$ cat config.mk
export PLATFORM = sky130hd
export DESIGN_NAME = suit_classifier_flat
export DESIGN_NICKNAME = d
export VERILOG_FILES = /design/src/rtl/card_pkg.sv /design/src/rtl/suit_classifier_if.sv /design/src/rtl/suit_classifier.sv /design/src/flat_wrapper.sv
export SDC_FILE = /design/constraint.sdc
export NUM_CORES = 1
export LEC_CHECK = 0
export ABC_AREA = 1
export BUFFER_PORTS_ARGS = -buffer_cell sky130_fd_sc_hd__buf_2
export CORE_MARGIN = 2
export CORE_UTILIZATION = 54
export CTS_BUF_LIST = sky130_fd_sc_hd__clkbuf_4
export DETAILED_ROUTE_END_ITERATION = 8
export PLACE_DENSITY = 0.88
export SLEW_MARGIN = 20
export SYNTH_ARGS = -nofsm -noshare
export SYNTH_HDL_FRONTEND = slang
export SYNTH_SLANG_ARGS = --single-unit
$ cat constraint.sdc
create_clock -name clk -period 4.04 [get_ports clk]
set_input_delay 0.808 -clock clk [delete_from_list [all_inputs] [get_ports clk]]
set_output_delay 0.808 -clock clk [all_outputs]
set_load 0.005 [all_outputs]
$ cat src/rtl/card_pkg.sv
// ---------------------------------------------------------------------------
// card_pkg
// Shared types and constants for the card-corner suit recognizer. Used by the
// per-suit XOR matchers, the suit classifier and the card-identification
// logic.
//   suit_t           : suit code (0 club, 1 diamond, 2 heart, 3 spade)
//   SUIT_COUNT       : number of suits scored per card corner
//   SUIT_SCORE_WIDTH : width of one mismatch score ($clog2(28*29) = 10)
//   cls_state_t      : suit classifier FSM state, exported for debug
// ---------------------------------------------------------------------------
package card_pkg;

    typedef enum logic [1:0] {
        CLUB    = 2'd0,
        DIAMOND = 2'd1,
        HEART   = 2'd2,
        SPADE   = 2'd3
    } suit_t;

    localparam int SUIT_COUNT       = 4;
    localparam int SUIT_SCORE_WIDTH = 10;

    typedef enum logic [1:0] {
        ST_IDLE    = 2'd0,
        ST_COLLECT = 2'd1,
        ST_COMPARE = 2'd2,
        ST_OUTPUT  = 2'd3
    } cls_state_t;

endpackage

$ cat src/rtl/suit_classifier_if.sv
// ---------------------------------------------------------------------------
// suit_classifier_if
// Bundles the score inputs and the classification result handshake of
// suit_classifier.
//   score_in[4]   : mismatch scores, index = suit code
//   score_valid   : one-cycle strobe per suit, score sampled when high
//   result_valid  : result available
//   result_ready  : downstream accepts result
//   result_suit   : winning suit code
//   best_score    : lowest score
//   second_score  : runner-up score
//   match         : confident classification
//   timed_out     : result forced by the collect timeout
// Handshake: a result transfers on the rising clk edge where result_valid and
// result_ready are both high. Once result_valid rises it stays high, with all
// result fields stable, until that transfer (only rst may drop it earlier);
// result_ready may be driven freely and never gates result_valid.
// Modports: master = score producers / result consumer, slave = classifier.
// ---------------------------------------------------------------------------
interface suit_classifier_if #(
    parameter int SCORE_WIDTH = card_pkg::SUIT_SCORE_WIDTH
);
    import card_pkg::*;

    logic [SCORE_WIDTH-1:0] score_in [SUIT_COUNT];
    logic [SUIT_COUNT-1:0]  score_valid;
    logic                   result_valid;
    logic                   result_ready;
    suit_t                  result_suit;
    logic [SCORE_WIDTH-1:0] best_score;
    logic [SCORE_WIDTH-1:0] second_score;
    logic                   match;
    logic                   timed_out;

    modport master (
        output score_in, score_valid, result_ready,
        input  result_valid, result_suit, best_score, second_score, match,
               timed_out
    );

    modport slave (
        input  score_in, score_valid, result_ready,
        output result_valid, result_suit, best_score, second_score, match,
               timed_out
    );

endinterface

$ cat src/rtl/suit_classifier.sv
// ---------------------------------------------------------------------------
// suit_classifier
// Final decision stage of the suit recognizer. Captures the four per-suit
// mismatch scores, scans them one per cycle to find the lowest and runner-up
// scores, judges confidence (absolute threshold + runner-up margin) and
// presents one result per card corner over a valid/ready handshake.
// Ports:
//   clk       : system clock
//   rst       : asynchronous active-high reset
//   bus       : suit_classifier_if.slave (scores in, result handshake out)
//   dbg_state : current FSM state
// Parameters: SCORE_WIDTH, THRESHOLD, MARGIN, TIMEOUT.
// Optional feature macro SUIT_CLASSIFIER_TIMEOUT_EN: when defined, a partly
// collected score set is forced into classification TIMEOUT cycles after its
// first score, missing suits reading as all-ones, and timed_out is raised for
// that result. Otherwise collection waits for all four suits and timed_out
// is constant 0.
// ---------------------------------------------------------------------------
module suit_classifier
    import card_pkg::*;
#(
    parameter int SCORE_WIDTH = SUIT_SCORE_WIDTH,
    parameter int THRESHOLD   = 200,
    parameter int MARGIN      = 40,
    parameter int TIMEOUT     = 4096
) (
    input  logic                     clk,
    input  logic                     rst,
    suit_classifier_if.slave         bus,
    output cls_state_t               dbg_state
);

    localparam logic [SCORE_WIDTH-1:0] ALL_ONES = '1;

    // FSM and capture registers
    cls_state_t             state_q, state_d;
    logic [SCORE_WIDTH-1:0] score_q   [SUIT_COUNT];
    logic [SCORE_WIDTH-1:0] score_d   [SUIT_COUNT];
    logic [SUIT_COUNT-1:0]  present_q, present_d;
    logic [1:0]             idx_q, idx_d;

    // Running minimum / runner-up during COMPARE
    logic [SCORE_WIDTH-1:0] best_q, best_d;
    logic [SCORE_WIDTH-1:0] second_q, second_d;
    suit_t                  best_suit_q, best_suit_d;

    // Result registers, held stable while OUTPUT waits for acceptance
    suit_t                  res_suit_q, res_suit_d;
    logic [SCORE_WIDTH-1:0] res_best_q, res_best_d;
    logic [SCORE_WIDTH-1:0] res_second_q, res_second_d;
    logic                   match_q, match_d;

`ifdef SUIT_CLASSIFIER_TIMEOUT_EN
    localparam int CNT_W = (TIMEOUT > 1) ? $clog2(TIMEOUT) : 1;
    logic [CNT_W-1:0]       cnt_q, cnt_d;
    logic                   to_pend_q, to_pend_d;
    logic                   timed_out_q, timed_out_d;
`endif

    // Comparator step for the suit selected by idx_q
    logic [SCORE_WIDTH-1:0] cur_score;
    logic [SCORE_WIDTH-1:0] cand_best;
    logic [SCORE_WIDTH-1:0] cand_second;
    suit_t                  cand_suit;
    logic                   cand_match;

    always_comb begin
        cur_score   = present_q[idx_q] ? score_q[idx_q] : ALL_ONES;
        cand_best   = best_q;
        cand_second = second_q;
        cand_suit   = best_suit_q;
        if (idx_q == 2'd0) begin
            // First suit seeds the scan; runner-up starts at all-ones.
            cand_best   = cur_score;
            cand_second = ALL_ONES;
            cand_suit   = CLUB;
        end else if (cur_score < best_q) begin
            // Strict less-than: on a tie the lower suit code keeps the win.
            cand_best   = cur_score;
            cand_second = best_q;
            cand_suit   = suit_t'(idx_q);
        end else if (cur_score < second_q) begin
            cand_second = cur_score;
        end
        // cand_second >= cand_best always holds, so the unsigned difference
        // is the true margin.
        cand_match = (cand_best <= SCORE_WIDTH'(THRESHOLD)) &&
                     ((cand_second - cand_best) >= SCORE_WIDTH'(MARGIN));
    end

    always_comb begin
        state_d      = state_q;
        score_d      = score_q;
        present_d    = present_q;
        idx_d        = idx_q;
        best_d       = best_q;
        second_d     = second_q;
        best_suit_d  = best_suit_q;
        res_suit_d   = res_suit_q;
        res_best_d   = res_best_q;
        res_second_d = res_second_q;
        match_d      = match_q;
`ifdef SUIT_CLASSIFIER_TIMEOUT_EN
        cnt_d        = cnt_q;
        to_pend_d    = to_pend_q;
        timed_out_d  = timed_out_q;
`endif

        // Scores are only taken while collecting; later strobes are dropped.
        if (state_q == ST_IDLE || state_q == ST_COLLECT) begin
            for (int i = 0; i < SUIT_COUNT; i++) begin
                if (bus.score_valid[i]) begin
                    score_d[i] = bus.score_in[i];
                end
            end
            present_d = present_q | bus.score_valid;
        end

        case (state_q)
            ST_IDLE: begin
                if (bus.score_valid != '0) begin
                    idx_d = 2'd0;
`ifdef SUIT_CLASSIFIER_TIMEOUT_EN
                    cnt_d     = '0;
                    to_pend_d = 1'b0;
`endif
                    state_d = (&present_d) ? ST_COMPARE : ST_COLLECT;
                end
            end

            ST_COLLECT: begin
                if (&present_d) begin
                    idx_d   = 2'd0;
                    state_d = ST_COMPARE;
                end
`ifdef SUIT_CLASSIFIER_TIMEOUT_EN
                else if (cnt_q == CNT_W'(TIMEOUT - 1)) begin
                    idx_d     = 2'd0;
                    to_pend_d = 1'b1;
                    state_d   = ST_COMPARE;
                end else begin
                    cnt_d = cnt_q + 1'b1;
                end
`endif
            end

            ST_COMPARE: begin
                best_d      = cand_best;
                second_d    = cand_second;
                best_suit_d = cand_suit;
                idx_d       = idx_q + 2'd1;
                if (idx_q == 2'd3) begin
                    res_suit_d   = cand_suit;
                    res_best_d   = cand_best;
                    res_second_d = cand_second;
                    match_d      = cand_match;
`ifdef SUIT_CLASSIFIER_TIMEOUT_EN
                    timed_out_d  = to_pend_q;
`endif
                    state_d      = ST_OUTPUT;
                end
            end

            ST_OUTPUT: begin
                if (bus.result_ready) begin
                    present_d = '0;
                    state_d   = ST_IDLE;
                end
            end

            default: begin
                state_d = ST_IDLE;
            end
        endcase
    end

    always_ff @(posedge clk or posedge rst) begin
        if (rst) begin
            state_q      <= ST_IDLE;
            for (int i = 0; i < SUIT_COUNT; i++) begin
                score_q[i] <= '0;
            end
            present_q    <= '0;
            idx_q        <= 2'd0;
            best_q       <= '0;
            second_q     <= '0;
            best_suit_q  <= CLUB;
            res_suit_q   <= CLUB;
            res_best_q   <= '0;
            res_second_q <= '0;
            match_q      <= 1'b0;
        end else begin
            state_q      <= state_d;
            score_q      <= score_d;
            present_q    <= present_d;
            idx_q        <= idx_d;
            best_q       <= best_d;
            second_q     <= second_d;
            best_suit_q  <= best_suit_d;
            res_suit_q   <= res_suit_d;
            res_best_q   <= res_best_d;
            res_second_q <= res_second_d;
            match_q      <= match_d;
        end
    end

`ifdef SUIT_CLASSIFIER_TIMEOUT_EN
    always_ff @(posedge clk or posedge rst) begin
        if (rst) begin
            cnt_q       <= '0;
            to_pend_q   <= 1'b0;
            timed_out_q <= 1'b0;
        end else begin
            cnt_q       <= cnt_d;
            to_pend_q   <= to_pend_d;
            timed_out_q <= timed_out_d;
        end
    end

    assign bus.timed_out = timed_out_q;
`else
    assign bus.timed_out = 1'b0;
`endif

    assign bus.result_valid = (state_q == ST_OUTPUT);
    assign bus.result_suit  = res_suit_q;
    assign bus.best_score   = res_best_q;
    assign bus.second_score = res_second_q;
    assign bus.match        = match_q;
    assign dbg_state        = state_q;

endmodule

$ cat src/flat_wrapper.sv
// flat-port wrapper written by rule: the top's interface ports become plain ports
module suit_classifier_flat import card_pkg::*;
#(
    parameter int SCORE_WIDTH = SUIT_SCORE_WIDTH,
    parameter int THRESHOLD   = 200,
    parameter int MARGIN      = 40,
    parameter int TIMEOUT     = 4096
)
  (clk, rst, dbg_state, bus_score_in, bus_score_valid, bus_result_ready, bus_result_valid, bus_result_suit, bus_best_score, bus_second_score, bus_match, bus_timed_out);
  suit_classifier_if #(.SCORE_WIDTH(SCORE_WIDTH)) bus_i ();
  input  logic clk;
  input  logic rst;
  output cls_state_t dbg_state;
  input wire logic [$bits(bus_i.score_in)-1:0] bus_score_in;
  input wire logic [$bits(bus_i.score_valid)-1:0] bus_score_valid;
  input wire logic [$bits(bus_i.result_ready)-1:0] bus_result_ready;
  output wire logic [$bits(bus_i.result_valid)-1:0] bus_result_valid;
  output wire logic [$bits(bus_i.result_suit)-1:0] bus_result_suit;
  output wire logic [$bits(bus_i.best_score)-1:0] bus_best_score;
  output wire logic [$bits(bus_i.second_score)-1:0] bus_second_score;
  output wire logic [$bits(bus_i.match)-1:0] bus_match;
  output wire logic [$bits(bus_i.timed_out)-1:0] bus_timed_out;
  assign bus_i.score_in = {>>{bus_score_in}};
  assign bus_i.score_valid = bus_score_valid;
  assign bus_i.result_ready = bus_result_ready;
  assign bus_result_valid = bus_i.result_valid;
  assign bus_result_suit = bus_i.result_suit;
  assign bus_best_score = bus_i.best_score;
  assign bus_second_score = bus_i.second_score;
  assign bus_match = bus_i.match;
  assign bus_timed_out = bus_i.timed_out;
  suit_classifier #(.SCORE_WIDTH(SCORE_WIDTH), .THRESHOLD(THRESHOLD), .MARGIN(MARGIN), .TIMEOUT(TIMEOUT)) u_core (.clk(clk), .rst(rst), .bus(bus_i), .dbg_state(dbg_state));
endmodule
After elaboration in Yosys (flattened, before gate mapping) --
Index checks and enable logic that the tools add are counted.
Operators by class: reductions and logical operators 14, equality and inequality tests 8, add/subtract/negate cells 2, multiplexer cells 25, order comparisons 6, bitwise logic cells 2
Operators with widths (number):
- $mux 10 | 8
- $bmux 10 s2 | 1
- $lt 10x10->1 | 2
- $mux 2 | 9
- $mux 4 | 3
- $ge 10x6->1 const B | 1
- $le 10x8->1 const B | 1
- $reduce_and 2->1 | 5
- $sub 10x10->10 | 1
- $pmux 2 s4 | 1
- $reduce_and 4->1 | 2
- $eq 2x2->1 const B | 3
- $ne 2x2->1 const B | 3
- $pmux 2 s3 | 1
- $logic_not 2->1 | 2
- $or 4x4->4 | 1
- $reduce_bool 4->1 | 1
- $ge 3x3->1 const B | 1
- $lt 2x3->1 const B | 1
- $not 2->3 | 1
- $reduce_and 3->1 | 1
- $reduce_bool 3->1 | 1
- $add 2x1->2 const B | 1
- $bmux 1 s2 | 1
- 5 further kinds | 5
Storage, ports and cells: register bits after elaboration 93, input port bits 47, output and inout bits 27

Depth between registers and ports, before layout --
word-level depth 12, gate-level depth with buffers 32, gate-level depth less buffers 31

Worst setup path after synthesis --
OpenSTA, ideal clock, no wires.
kind register -> register, from register u_core.idx_q[1], to register u_core.match_q, in the netlist u_core.bus.match, stages on the path, launching flop included 29, required time 3.924 ns, arrival 4.008 ns, path buffers 2, slack -0.085 ns, cells stage by stage dfrtp_1 inv_1 clkbuf_1 o21ai_0 o221ai_1 ha_1 a21oi_1 a21oi_1 nor2_1 nand2_8 buf_6 nor2_1 inv_1 nand3_1 inv_2 ha_1 fa_1 o21ai_0 nand2_1 nand2_1 nand2_1 nand3_1 nand4_1 nor2_1 nand2_1 nor2_1 nor2_1 nand2_1 nand2_1
On the way: cells in the longest elaborated chain, start to end 12, elaborated cells between the ends (all ways) 21
RTL lines:
- start: declaration | line suit_classifier.sv:40 | logic [1:0] idx_q, idx_d;
- start signal: assignment | line suit_classifier.sv:196 | idx_q <= idx_d;
- $not 2->3 (implied by the code) | line suit_classifier.sv:68 | cur_score = present_q[idx_q] ? score_q[idx_q] : ALL_ONES;
- $bmux 10 s2 | line suit_classifier.sv:68
- $mux 10 (implied by the code) (2 in a row) | line suit_classifier.sv:68
- $mux 10 | line suit_classifier.sv:68
- $lt 10x10->1 | line suit_classifier.sv:82 | end else if (cur_score < second_q) begin
- $mux 10 | line suit_classifier.sv:82
- $mux 10 | line suit_classifier.sv:77 | end else if (cur_score < best_q) begin
- $mux 10 | line suit_classifier.sv:72 | if (idx_q == 2'd0) begin
- $sub 10x10->10 | line suit_classifier.sv:88 | ((cand_second - cand_best) >= SCORE_WIDTH'(MARGIN));
- $ge 10x6->1 | line suit_classifier.sv:88
- $logic_and 1x1->1 | line suit_classifier.sv:87 | cand_match = (cand_best <= SCORE_WIDTH'(THRESHOLD)) &&
- end signal: assignment | line suit_classifier.sv:203 | match_q <= match_d;
- end: declaration | line suit_classifier.sv:51 | logic match_q, match_d;
Parallel ways exist; a longest one is shown, timed or not. The select of a mux whose other input is x is not followed. A chain may end at the register's enable or synchronous reset.

Worst setup path after layout --
from register u_core.idx_q[0], to register u_core.match_q, in the netlist u_core.bus.match
On the way: cells in the longest elaborated chain, start to end 12, elaborated cells between the ends (all ways) 21
RTL lines:
- $not 2->3 (implied by the code) | line suit_classifier.sv:68
- $bmux 10 s2 | line suit_classifier.sv:68
- $mux 10 (implied by the code) (2 in a row) | line suit_classifier.sv:68
- $mux 10 | line suit_classifier.sv:68
- $lt 10x10->1 | line suit_classifier.sv:82
- $mux 10 | line suit_classifier.sv:82
- $mux 10 | line suit_classifier.sv:77
- $mux 10 * | line suit_classifier.sv:72
- via u_core.cand_second[3] | line suit_classifier.sv:63 | logic [SCORE_WIDTH-1:0] cand_second;
- $sub 10x10->10 * | line suit_classifier.sv:88
- $ge 10x6->1 * | line suit_classifier.sv:88
- $logic_and 1x1->1 * | line suit_classifier.sv:87
The timed path passes the listed nets; every way through them passes the cells marked *. The select of a mux whose other input is x is not followed.

==> flow_metrics.tcl <==
set metrics [dict create \
    run_status "complete, but fails checks" \
    violations "setup timing" \
    fmax_ghz 0.2341 \
    period_share 1.057 \
    cts_made_buffers 9 \
    arrival_ns 4.64 \
    report.final.slew_viol_count 0 \
    wirelength_um 15050 \
    synth_edf_count 0 \
    dr.pass1.iters 5 \
    gp_congestion 0.9740 \
    required_ns 4.41 \
    critPathMostFrequentCell "nand2_1" \
    hold_buffers 0 \
    clock_latency_ns 0.47 \
    grt_usage 0.2703 \
    die_w_um 103.7 \
    drive_gt1_frac 0.2680 \
    synth_warnings 0 \
    grt_max_degree 43 \
    cts_tree "yes" \
    synthXorXnorAreaFrac 0.008153 \
    wl_per_cell_um 16.02 \
    end_kind "register" \
    slew_headroom 0.4668 \
    routed_via_density 5.492 \
    clk_path_buf_depth 2 \
    start_kind "register" \
    place_hpwl_um 10120 \
    ant_nets 0 \
    final_area_sq_um 6735 \
    io_pins 74 \
    synth_fa_ha_area_frac 0.08293 \
    crit_fanout 16 \
    synthesis.area_sq_um 5371 \
    synthCells 690 \
    num_rows 36 \
    core_sq_um 9729 \
    portBuffers 72 \
    nNetsFinal 883 \
    dpl-instance-area_sq_um 6111 \
    antenna_found_initial 0 \
    yosysTopAreaCellShare 0.4333 \
    grt_pass1_wl_um 23320 \
    die_h_um 103.7 \
    setup_ws_ns -0.2315 \
    path_clk_slew_ns 0.17 \
    hold_violations 0 \
    yosys_most_used_dff "dfrtp_1" \
    via_count 5157 \
    crit_slowest_cell "dfrtp_2" \
    clock_sinks 93 \
    drc 0 \
    setup_viol 1 \
    start_util 0.5521 \
    period_minus_slack_ns 4.271 \
    grt_overflow_total 0 \
    synth_simple_gate_area_frac 0.2614 \
    syn_nets 772 \
    cpPeakStageDelay_ns 0.53 \
    synth_mux_area_frac 0 \
    rsz0062_at_grt "true" \
    seq_area_frac_synth 0.4333 \
    antennaDiodeCount 0 \
    async_reset_ff_frac 1.000 \
    first_iter_violations 392 \
    worst_pin_slew_ns 0.7969 \
    grt_pass1_vias 4906 \
    synth_top_cell_by_area "dfrtp_1" \
    synth-seq-cells 93 \
    synth.distinct_cells 40 \
    synth_compound_area_frac 0.1388 \
    clock-skew-final_ns 0.02737 \
    fp.dieArea_sq_um 10760 \
    syn_avg_cell_area_sq_um 7.785 \
    synth.area.top_cells "dfrtp_1 (43%), nand2_1 (16%), ha_1 (7.9%)" \
    cts_root_buf "clkbuf_4" \
    path_class "register to register" \
    cap_violations 0 \
    synth_top_family_by_area "simple AND/OR/NAND/NOR gates" \
    cts.htree.levels 3 \
    syn2layout_area_growth_pct 25.39 \
    r2r_slack_ns -0.23 \
    hp-class "input pin to async pin" \
]
[registers in the layout, summed over array words and instances, names as in the netlist]
register / cells
u_core.bus.match: 1
u_core.bus.best_score: 10
u_core.score_q: 40
u_core.best_suit_q: 2
u_core.idx_q: 2
u_core.present_q: 4
u_core.best_q: 10
u_core.bus.second_score: 10
u_core.bus.result_suit: 2
u_core.second_q: 10
u_core.dbg_state: 2
[cell usage after synthesis (all sizes together), types with 5 or more instances]
cell and number:
clkbuf 14, a21oi 28, nand3 32, nand2 236, dfrtp 93, inv 67
nand4 7, buf 9, nor2 58, o211ai 11, ha 34, clkinv 5
o21ai 78
[stage by stage]
| step | util | std cells | setup TNS, ns | hold slack [ns] | setup slack (ns) |
|---|---|---|---|---|---|
| floorplan | - | 690 | 0 | 0.4367 | 0.01399 |
| global placement | 0.6281 | 913 | 0 | 0.4505 | 0.07144 |
| detailed placement | 0.6281 | 913 | -0.09459 | 0.4599 | -0.09459 |
| CTS | 0.6689 | 935 | 0 | 0.2096 | 0.02230 |
| global route | 0.6923 | 939 | -0.4836 | 0.2071 | -0.4836 |
| finish | 0.6923 | 939 | -0.2315 | 0.2055 | -0.2315 |
[cell families (layout without fill, tap and decap cells)]
logic type / after synthesis / in the layout
simple gates: 334 / 335
compound gates: 127 / 127
buf+inv: 95 / 210
flops: 93 / 93
fa+ha+maj: 35 / 35
xor+xnor: 5 / 5
other cells: 1 / 1
[cell usage in the layout, fill, tap and decap left out, drive strengths merged, types with 10 or more instances in the layout]
master	instances
nand2	237
a21oi	28
nor2	58
buf	121
dfrtp	93
nand3	32
o211ai	11
inv	71
clkbuf	10
ha	34
o21ai	78
[final timing paths]
check	cells after the start	to	from
max in group asynchronous	3	u_core.idx_q[0]	rst
setup reg to reg	31	u_core.bus.match	u_core.idx_q[0]
min in group clk	2	u_core.bus.match	u_core.bus.match
setup / recovery	31	u_core.bus.match	u_core.idx_q[0]
hold / removal	2	u_core.bus.second_score[1]	rst
hold reg to reg	2	u_core.bus.match	u_core.bus.match
[cell type report]
type | count | area (sq um)
Fill cell | 751 | 2994
Multi-Input combinational cell | 503 | 2992
Sequential cell | 93 | 2330
Timing Repair Buffer | 122 | 814.5
Inverter | 72 | 286.5
Tap cell | 133 | 166.4
Clock inverter | 7 | 78.83
Clock buffer | 9 | 67.56
[worst max-delay path: cells and delay by family (launching register included)]
family / cells / cell delay [ns]
compound gates: 7 / 0.87
fa+ha+maj: 2 / 0.61
buf+inv: 3 / 0.42
flops: 1 / 0.53
simple gates: 19 / 1.74
[routing by layer]
layer  share of wire  wire length [um]  global-route usage  vias to the layer above
met3           0.069              1041             0.04405                       59
li1                -                 -                   -                     2450
met5               0                 0                   0                        -
met4           0.045               670              0.1014                        0
met1            0.39              5920              0.3437                     2370
met2            0.49              7412              0.4655                      278
[what timing repair did]
action | in CTS | in global routing
gates cloned | 2 | 1
pin swaps | 11 | 24
buffers inserted | 4 | 3
endpoints found under the setup margin | 1 | 1
endpoints found under the hold margin | 0 | 0
resized for setup | 33 | 43
Power is not shown: default switching activity piles up to over one toggle a cycle in this logic, so the estimate is an artifact.
